[src/rtl/lc3_ctrl_pkg.sv]
// Shared types and encodings for the LC-3 control unit: state set, return tags,
// opcodes and the datapath mux encodings.
package lc3_ctrl_pkg;

  typedef enum logic [4:0] {
    S_HALTED, S_FETCH, S_RD, S_IR, S_DECODE,
    S_ADD, S_AND, S_NOT, S_BR_TAKE, S_JMP,
    S_JSR_LINK, S_JSR_PC11, S_JSRR_PC, S_LEA,
    S_ADDR_PC, S_ADDR_REG, S_LDI_MAR, S_LD_WB,
    S_STI_MAR, S_ST_DATA, S_WR, S_PAUSE1, S_PAUSE2
  } state_t;

  // Where a shared read sequence hands control back to
  typedef enum logic [1:0] {
    RET_IR      = 2'd0,
    RET_LDI_MAR = 2'd1,
    RET_LD_WB   = 2'd2,
    RET_STI_MAR = 2'd3
  } ret_t;

  localparam logic [3:0] OP_BR  = 4'b0000;
  localparam logic [3:0] OP_ADD = 4'b0001;
  localparam logic [3:0] OP_LD  = 4'b0010;
  localparam logic [3:0] OP_ST  = 4'b0011;
  localparam logic [3:0] OP_JSR = 4'b0100;
  localparam logic [3:0] OP_AND = 4'b0101;
  localparam logic [3:0] OP_LDR = 4'b0110;
  localparam logic [3:0] OP_STR = 4'b0111;
  localparam logic [3:0] OP_NOT = 4'b1001;
  localparam logic [3:0] OP_LDI = 4'b1010;
  localparam logic [3:0] OP_STI = 4'b1011;
  localparam logic [3:0] OP_JMP = 4'b1100;
  localparam logic [3:0] OP_LEA = 4'b1110;

  localparam logic [1:0] PCMUX_PC1    = 2'b00;
  localparam logic [1:0] PCMUX_ADDER  = 2'b01;
  localparam logic [1:0] PCMUX_BUS    = 2'b10;
  localparam logic [1:0] ADDR2_OFF11  = 2'b00;
  localparam logic [1:0] ADDR2_OFF9   = 2'b01;
  localparam logic [1:0] ADDR2_OFF6   = 2'b10;
  localparam logic [1:0] ADDR2_ZERO   = 2'b11;
  localparam logic       ADDR1_SR1    = 1'b0;
  localparam logic       ADDR1_PC     = 1'b1;
  localparam logic [1:0] SR1_IR11_9   = 2'b00;
  localparam logic [1:0] SR1_IR8_6    = 2'b01;
  localparam logic [1:0] DR_IR11_9    = 2'b00;
  localparam logic [1:0] DR_R7        = 2'b10;
  localparam logic [1:0] ALUK_ADD     = 2'b00;
  localparam logic [1:0] ALUK_AND     = 2'b01;
  localparam logic [1:0] ALUK_NOT     = 2'b10;
  localparam logic [1:0] ALUK_PASSA   = 2'b11;
  localparam logic       MARMUX_ADDER = 1'b1;

  function automatic logic is_mem_state(input state_t s);
    return (s == S_RD) || (s == S_WR);
  endfunction

endpackage

[src/rtl/lc3_control_unit_mem_wait_ctr.sv]
// Memory access length counter: loaded on entry to a read/write, counts down,
// and reports completion once the minimum has elapsed (and the SRAM is ready).
module mem_wait_ctr #(
  parameter int USE_READY = 0
) (
  input  logic       Clk,
  input  logic       Reset_n,
  input  logic       load,
  input  logic [3:0] load_val,
  input  logic       mem_ready,
  output logic       done
);

  localparam logic USE_READY_L = (USE_READY != 0);

  logic [3:0] cnt_r;

  // Down-counter, parked at zero between accesses
  always_ff @(posedge Clk or negedge Reset_n) begin
    if (!Reset_n) begin
      cnt_r <= 4'd0;
    end else if (load) begin
      cnt_r <= load_val;
    end else if (cnt_r != 4'd0) begin
      cnt_r <= cnt_r - 4'd1;
    end
  end

  assign done = (cnt_r == 4'd0) && (!USE_READY_L || mem_ready);

endmodule

[src/rtl/lc3_control_unit.sv]
// LC-3 instruction sequencer: Moore FSM driving the datapath control bus and
// active-low SRAM strobes, with parametrised read/write access lengths.
module lc3_control_unit
  import lc3_ctrl_pkg::*;
#(
  parameter int RD_WAIT   = 1,
  parameter int WR_CYCLES = 2,
  parameter int USE_READY = 0
) (
  input  logic       Clk,
  input  logic       Reset_n,
  input  logic       Run,
  input  logic       Continue,
  input  logic [3:0] Opcode,
  input  logic       IR_5,
  input  logic       IR_11,
  input  logic       BEN,
  input  logic       Mem_Ready,
  output logic       LD_MAR, LD_MDR, LD_IR, LD_BEN, LD_CC, LD_REG, LD_PC, LD_LED,
  output logic       GatePC, GateMDR, GateALU, GateMARMUX,
  output logic [1:0] PCMUX, DRMUX, SR1MUX, ADDR2MUX, ALUK,
  output logic       SR2MUX, ADDR1MUX, MARMUX,
  output logic       Mem_CE, Mem_UB, Mem_LB, Mem_OE, Mem_WE,
  output logic       Busy
);

  localparam logic [3:0] RD_LOAD = 4'(RD_WAIT);
  localparam logic [3:0] WR_LOAD = 4'(WR_CYCLES - 1);

  state_t     state_r, state_nxt_s;
  ret_t       ret_r, ret_nxt_s;
  logic       done_s, ctr_load_s;
  logic [3:0] ctr_val_s;

  mem_wait_ctr #(.USE_READY(USE_READY)) u_ctr (
    .Clk(Clk), .Reset_n(Reset_n), .load(ctr_load_s), .load_val(ctr_val_s),
    .mem_ready(Mem_Ready), .done(done_s)
  );

  // State and read-return tag registers
  always_ff @(posedge Clk or negedge Reset_n) begin
    if (!Reset_n) begin
      state_r <= S_HALTED;
      ret_r   <= RET_IR;
    end else begin
      state_r <= state_nxt_s;
      ret_r   <= ret_nxt_s;
    end
  end

  // Next-state and return-tag selection
  always_comb begin
    state_nxt_s = state_r;
    ret_nxt_s   = ret_r;
    case (state_r)
      S_HALTED: if (Run) state_nxt_s = S_FETCH; else state_nxt_s = S_HALTED;
      S_FETCH: begin state_nxt_s = S_RD; ret_nxt_s = RET_IR; end
      S_RD: begin
        if (done_s) begin
          case (ret_r)
            RET_IR:      state_nxt_s = S_IR;
            RET_LDI_MAR: state_nxt_s = S_LDI_MAR;
            RET_LD_WB:   state_nxt_s = S_LD_WB;
            RET_STI_MAR: state_nxt_s = S_STI_MAR;
            default:     state_nxt_s = S_HALTED;
          endcase
        end else begin
          state_nxt_s = S_RD;
        end
      end
      S_IR: state_nxt_s = S_DECODE;
      S_DECODE: begin
        case (Opcode)
          OP_ADD: state_nxt_s = S_ADD;
          OP_AND: state_nxt_s = S_AND;
          OP_NOT: state_nxt_s = S_NOT;
          OP_BR:  if (BEN) state_nxt_s = S_BR_TAKE; else state_nxt_s = S_FETCH;
          OP_JMP: state_nxt_s = S_JMP;
          OP_JSR: state_nxt_s = S_JSR_LINK;
          OP_LEA: state_nxt_s = S_LEA;
          OP_LD, OP_LDI, OP_ST, OP_STI: state_nxt_s = S_ADDR_PC;
          OP_LDR, OP_STR:               state_nxt_s = S_ADDR_REG;
          default: state_nxt_s = S_PAUSE1;
        endcase
      end
      S_ADDR_PC, S_ADDR_REG: begin
        case (Opcode)
          OP_LD, OP_LDR: begin state_nxt_s = S_RD; ret_nxt_s = RET_LD_WB; end
          OP_LDI:        begin state_nxt_s = S_RD; ret_nxt_s = RET_LDI_MAR; end
          OP_STI:        begin state_nxt_s = S_RD; ret_nxt_s = RET_STI_MAR; end
          OP_ST, OP_STR: state_nxt_s = S_ST_DATA;
          default:       state_nxt_s = S_FETCH;
        endcase
      end
      S_LDI_MAR:  begin state_nxt_s = S_RD; ret_nxt_s = RET_LD_WB; end
      S_STI_MAR:  state_nxt_s = S_ST_DATA;
      S_ST_DATA:  state_nxt_s = S_WR;
      S_WR:       if (done_s) state_nxt_s = S_FETCH; else state_nxt_s = S_WR;
      S_JSR_LINK: if (IR_11) state_nxt_s = S_JSR_PC11; else state_nxt_s = S_JSRR_PC;
      S_PAUSE1:   if (Continue) state_nxt_s = S_PAUSE2; else state_nxt_s = S_PAUSE1;
      S_PAUSE2:   if (!Continue) state_nxt_s = S_FETCH; else state_nxt_s = S_PAUSE2;
      S_ADD, S_AND, S_NOT, S_BR_TAKE, S_JMP, S_JSR_PC11, S_JSRR_PC, S_LEA, S_LD_WB:
        state_nxt_s = S_FETCH;
      default: state_nxt_s = S_HALTED;
    endcase
  end

  // Counter is primed only on the transition into a memory state
  always_comb begin
    ctr_load_s = 1'b0;
    ctr_val_s  = RD_LOAD;
    if (is_mem_state(state_nxt_s) && (state_nxt_s != state_r)) begin
      ctr_load_s = 1'b1;
      if (state_nxt_s == S_WR) ctr_val_s = WR_LOAD; else ctr_val_s = RD_LOAD;
    end else begin
      ctr_load_s = 1'b0;
    end
  end

  // Control bus decode from the current state
  always_comb begin
    {LD_MAR, LD_MDR, LD_IR, LD_BEN, LD_CC, LD_REG, LD_PC, LD_LED} = 8'd0;
    {GatePC, GateMDR, GateALU, GateMARMUX} = 4'd0;
    {PCMUX, DRMUX, SR1MUX, ADDR2MUX, ALUK} = 10'd0;
    {SR2MUX, ADDR1MUX, MARMUX} = 3'd0;
    {Mem_CE, Mem_UB, Mem_LB} = 3'd0;
    Mem_OE = 1'b1;
    Mem_WE = 1'b1;
    Busy   = (state_r != S_HALTED);
    case (state_r)
      S_FETCH:  begin GatePC = 1'b1; LD_MAR = 1'b1; LD_PC = 1'b1; PCMUX = PCMUX_PC1; end
      S_RD:     begin Mem_OE = 1'b0; LD_MDR = done_s; end
      S_IR:     begin GateMDR = 1'b1; LD_IR = 1'b1; end
      S_DECODE: LD_BEN = 1'b1;
      S_ADD, S_AND, S_NOT: begin
        SR1MUX = SR1_IR8_6; GateALU = 1'b1; LD_REG = 1'b1; LD_CC = 1'b1;
        if (state_r == S_NOT) ALUK = ALUK_NOT;
        else if (state_r == S_AND) begin ALUK = ALUK_AND; SR2MUX = IR_5; end
        else begin ALUK = ALUK_ADD; SR2MUX = IR_5; end
      end
      S_BR_TAKE: begin ADDR1MUX = ADDR1_PC; ADDR2MUX = ADDR2_OFF9; PCMUX = PCMUX_ADDER; LD_PC = 1'b1; end
      S_JMP, S_JSRR_PC: begin
        SR1MUX = SR1_IR8_6; ADDR1MUX = ADDR1_SR1; ADDR2MUX = ADDR2_ZERO;
        PCMUX = PCMUX_ADDER; LD_PC = 1'b1;
      end
      S_JSR_LINK: begin GatePC = 1'b1; DRMUX = DR_R7; LD_REG = 1'b1; end
      S_JSR_PC11: begin ADDR1MUX = ADDR1_PC; ADDR2MUX = ADDR2_OFF11; PCMUX = PCMUX_ADDER; LD_PC = 1'b1; end
      S_LEA: begin
        ADDR1MUX = ADDR1_PC; ADDR2MUX = ADDR2_OFF9; MARMUX = MARMUX_ADDER;
        GateMARMUX = 1'b1; LD_REG = 1'b1; LD_CC = 1'b1;
      end
      S_ADDR_PC: begin
        ADDR1MUX = ADDR1_PC; ADDR2MUX = ADDR2_OFF9; MARMUX = MARMUX_ADDER;
        GateMARMUX = 1'b1; LD_MAR = 1'b1;
      end
      S_ADDR_REG: begin
        SR1MUX = SR1_IR8_6; ADDR1MUX = ADDR1_SR1; ADDR2MUX = ADDR2_OFF6;
        MARMUX = MARMUX_ADDER; GateMARMUX = 1'b1; LD_MAR = 1'b1;
      end
      S_LDI_MAR, S_STI_MAR: begin GateMDR = 1'b1; LD_MAR = 1'b1; end
      S_LD_WB:   begin GateMDR = 1'b1; LD_REG = 1'b1; LD_CC = 1'b1; end
      S_ST_DATA: begin SR1MUX = SR1_IR11_9; ALUK = ALUK_PASSA; GateALU = 1'b1; LD_MDR = 1'b1; end
      S_WR:      begin Mem_WE = 1'b0; GateMDR = 1'b1; end
      S_PAUSE1, S_PAUSE2: LD_LED = 1'b1;
      default: Busy = (state_r != S_HALTED);
    endcase
  end

endmodule

[config.mk]
export PLATFORM = sky130hd
export DESIGN_NAME = lc3_control_unit
export DESIGN_NICKNAME = d
export VERILOG_FILES = /design/src/rtl/lc3_ctrl_pkg.sv /design/src/rtl/lc3_control_unit_mem_wait_ctr.sv /design/src/rtl/lc3_control_unit.sv
export SDC_FILE = /design/constraint.sdc
export NUM_CORES = 1
export LEC_CHECK = 0
export ABC_AREA = 1
export ABC_CLOCK_PERIOD_IN_PS = 2250
export BUFFER_PORTS_ARGS = -buffer_cell sky130_fd_sc_hd__buf_4
export CORE_MARGIN = 2
export CORE_UTILIZATION = 52
export DETAILED_ROUTE_END_ITERATION = 16
export PLACE_DENSITY = 0.89
export SLEW_MARGIN = 10
export SYNTH_ARGS = -nofsm -noshare
export SYNTH_HDL_FRONTEND = slang
export SYNTH_SLANG_ARGS = --single-unit
[constraint.sdc]
create_clock -name Clk -period 2.25 [get_ports Clk]
set_input_delay 0.1125 -clock Clk [delete_from_list [all_inputs] [get_ports Clk]]
set_output_delay 0.1125 -clock Clk [all_outputs]
set_load 0.01 [all_outputs]
==> reports/qor.csv <==
metric;value;unit
r2r_slack;0.35;ns
crit_path_max_fanout;6;
fmax;527;MHz
maxCapViolCount;0;
dp_hpwl;3.06;mm
slew_violations;0;
gp_congestion;0.956;
ir_worst_vdd;0.940;mV
die_w;56.8;um
syn2layout_area_growth;20.6;%
reg2regPathDepth;12;
ys_types;27;
wl_per_cell;11.5;um
syn_avg_cell_area;5.74;um^2
syn_inst;253;
crit_path_end_kind;register;
drtIter0Drc;70;
min_to;ret_r[0]$_DFFE_PN0P_;
post_drt_via_cell_ratio;5.33;
postRouteAntennaNets;0;
drive_above_1_share;20.4;%
synth_top_cell_area_share;19.0;%
coreArea;0.00271;mm^2
cp-start-kind;register;
dieArea;0.00323;mm^2
clk_path_buf_depth;2;
worstSetupPathType;reg -> reg;
finalWirelength;3.68;mm
hold_slack;0.145;ns
rr_startpoint;u_ctr.cnt_r[0]$_DFFE_PN0P_;
std_cell_rows;19;
clkSinkCount;11;
post_cts_buffers;0;
clk_latency;0.27;ns
ys_warn_count;0;
pin_count;43;
tritoncts;yes;
finalSetupTns;0;ns
seq_area_frac_synth;19.0;%
initial_utilization;53.6;%
finClkSkew;0.00159;ns
cellPowerDensity;1070;mW/mm^2
rsz0062_at_grt;no;
period_share;84.3;%
synth.top_cells.by_area;dfrtp_1, nand2_1, nand3_1;
finalHoldViolations;0;
grt_pass1_wl;5.91;mm
vias;1704;
grtUsageTotal;23.0;%
timing.rr.end;u_ctr.cnt_r[2]$_DFFE_PN0P_;
first_pass_iters;4;
dpl-instance-area;0.00171;mm^2
diodes;0;
netlist_area;0.00145;mm^2
nNetsFinal;306;
htreeDepth;1;
utilization;64.6;%
crit_arrival;2.07;ns
grt_antenna_before_repair;0;
status;finished clean;
yosysTopAreaCell;dfrtp_1;
globalRouteOverflowTotal;0;
grt_pass1_vias;1413;
clk_pin_slew;0.07;ns
min_path_type;in -> reg;
layout_commonest_cell;nand2_1;
cts_made_buffers;3;
synth-seq-cells;11;
die_y;56.8;um
io_buffers;35;
most-common-layout-cells;nand2_1, nand3_1, inv_1, buf_4, nor2_1;
setup_viol;0;
cts-root-buf;clkbuf_4;
finalPower;1.87;mW
required;2.42;ns
grt_max_degree;14;
final_cell_area;0.00175;mm^2
drcViolationCount;0;
fin_crit;1.90;ns
leakagePower;1.08;nW
hp-start;Opcode[1];
whs_path_depth;2;
[through the flow]
stage / std cells / worst slack [ns]
2_1_floorplan: 258 / 0.631
3_3_place_gp: 315 / 0.389
3_5_place_dp: 315 / 0.360
4_1_cts: 320 / 0.358
5_1_grt: 320 / 0.136
6_report: 320 / 0.353
[worst max-delay path by stage]
stage                                    start                    endpoint  slack, ns  cells after the start
CTS                       state_r[4]$_DFF_PN0_  u_ctr.cnt_r[3]$_DFFE_PN0P_       0.36                     12
finish              u_ctr.cnt_r[0]$_DFFE_PN0P_  u_ctr.cnt_r[2]$_DFFE_PN0P_       0.35                     12
global route              state_r[4]$_DFF_PN0_  u_ctr.cnt_r[1]$_DFFE_PN0P_       0.14                     12
global placement          state_r[1]$_DFF_PN0_  u_ctr.cnt_r[3]$_DFFE_PN0P_       0.39                     10
floorplan                 state_r[1]$_DFF_PN0_  u_ctr.cnt_r[1]$_DFFE_PN0P_       0.63                     11
detailed placement        state_r[4]$_DFF_PN0_  u_ctr.cnt_r[2]$_DFFE_PN0P_       0.36                     12
[power breakdown]
part           internal [mW]  leakage, nW  switching (mW)
Sequential             0.281        0.141          0.0963
Combinational          0.524        0.922           0.832
Clock                 0.0687       0.0150          0.0661
[area by class of cell]
class | instances | area [um^2]
timing repair buffer | 38 | 288
inverter | 41 | 154
multi-input combinational | 195 | 968
clock buffer | 4 | 26.3
tap | 31 | 38.8
fill | 284 | 960
sequential | 11 | 275
[cells by family (layout without fill, tap and decap cells)]
logic type	after synthesis	count (layout)	synth area share, %
adders and majority gates	4	4	3.45
other	1	6	0.258
DFF	11	11	19.0
xor gates and xnor gates	3	3	1.81
and+or+nand+nor	169	169	54.7
AOI/OAI and AO/OA	13	13	5.26
buffers and inverters	52	83	15.6
[layer usage]
metal	GRT usage, %	wire length (um)	part of all wire [%]	up-vias
met1	29.3	1530	42	756
met3	4.61	306	8.3	9
met2	39.0	1770	48	78
met5	0	0	0	-
li1	-	-	-	861
met4	6.98	70	1.9	0
[sequential cells by signal (all words and copies together), names as in the netlist]
register     flops
state_r          5
ret_r            2
u_ctr.cnt_r      4
[critical path, stage by stage (launching register included)]
cell and delay, ns:
dfrtp_1 0.37, inv_1 0.08, ha_1 0.21, nand3_1 0.19, inv_1 0.17, nand2_1 0.10, nand3_1 0.07, nor2_1 0.11
nand3_1 0.13, nor2_1 0.14, nand3_2 0.12, nand2_1 0.07, inv_1 0.03
[timing repair]
action | in CTS | in global routing
hold buffers | 1 | 0
endpoints found under the hold margin | 11 | 0
gates resized for setup | 0 | 0
[cell usage after synthesis]
cell       n
a21boi_0   1
a21oi_1    4
a31oi_1    1
a32o_1     1
and2_1     1
buf_2      4
buf_4      7
conb_1     1
dfrtp_1   11
ha_1       4
inv_1     37
inv_2      4
nand2_1   70
nand2_2    1
nand3_1   40
nand3_2    4
nand3b_1   2
nand4_1    6
nor2_1    33
nor2_2     4
nor2_4     5
nor3_1     2
nor3_2     1
o211ai_1   1
o21ai_0    5
xnor2_1    1
xor2_1     2
Power figures use the tool's default switching activity.
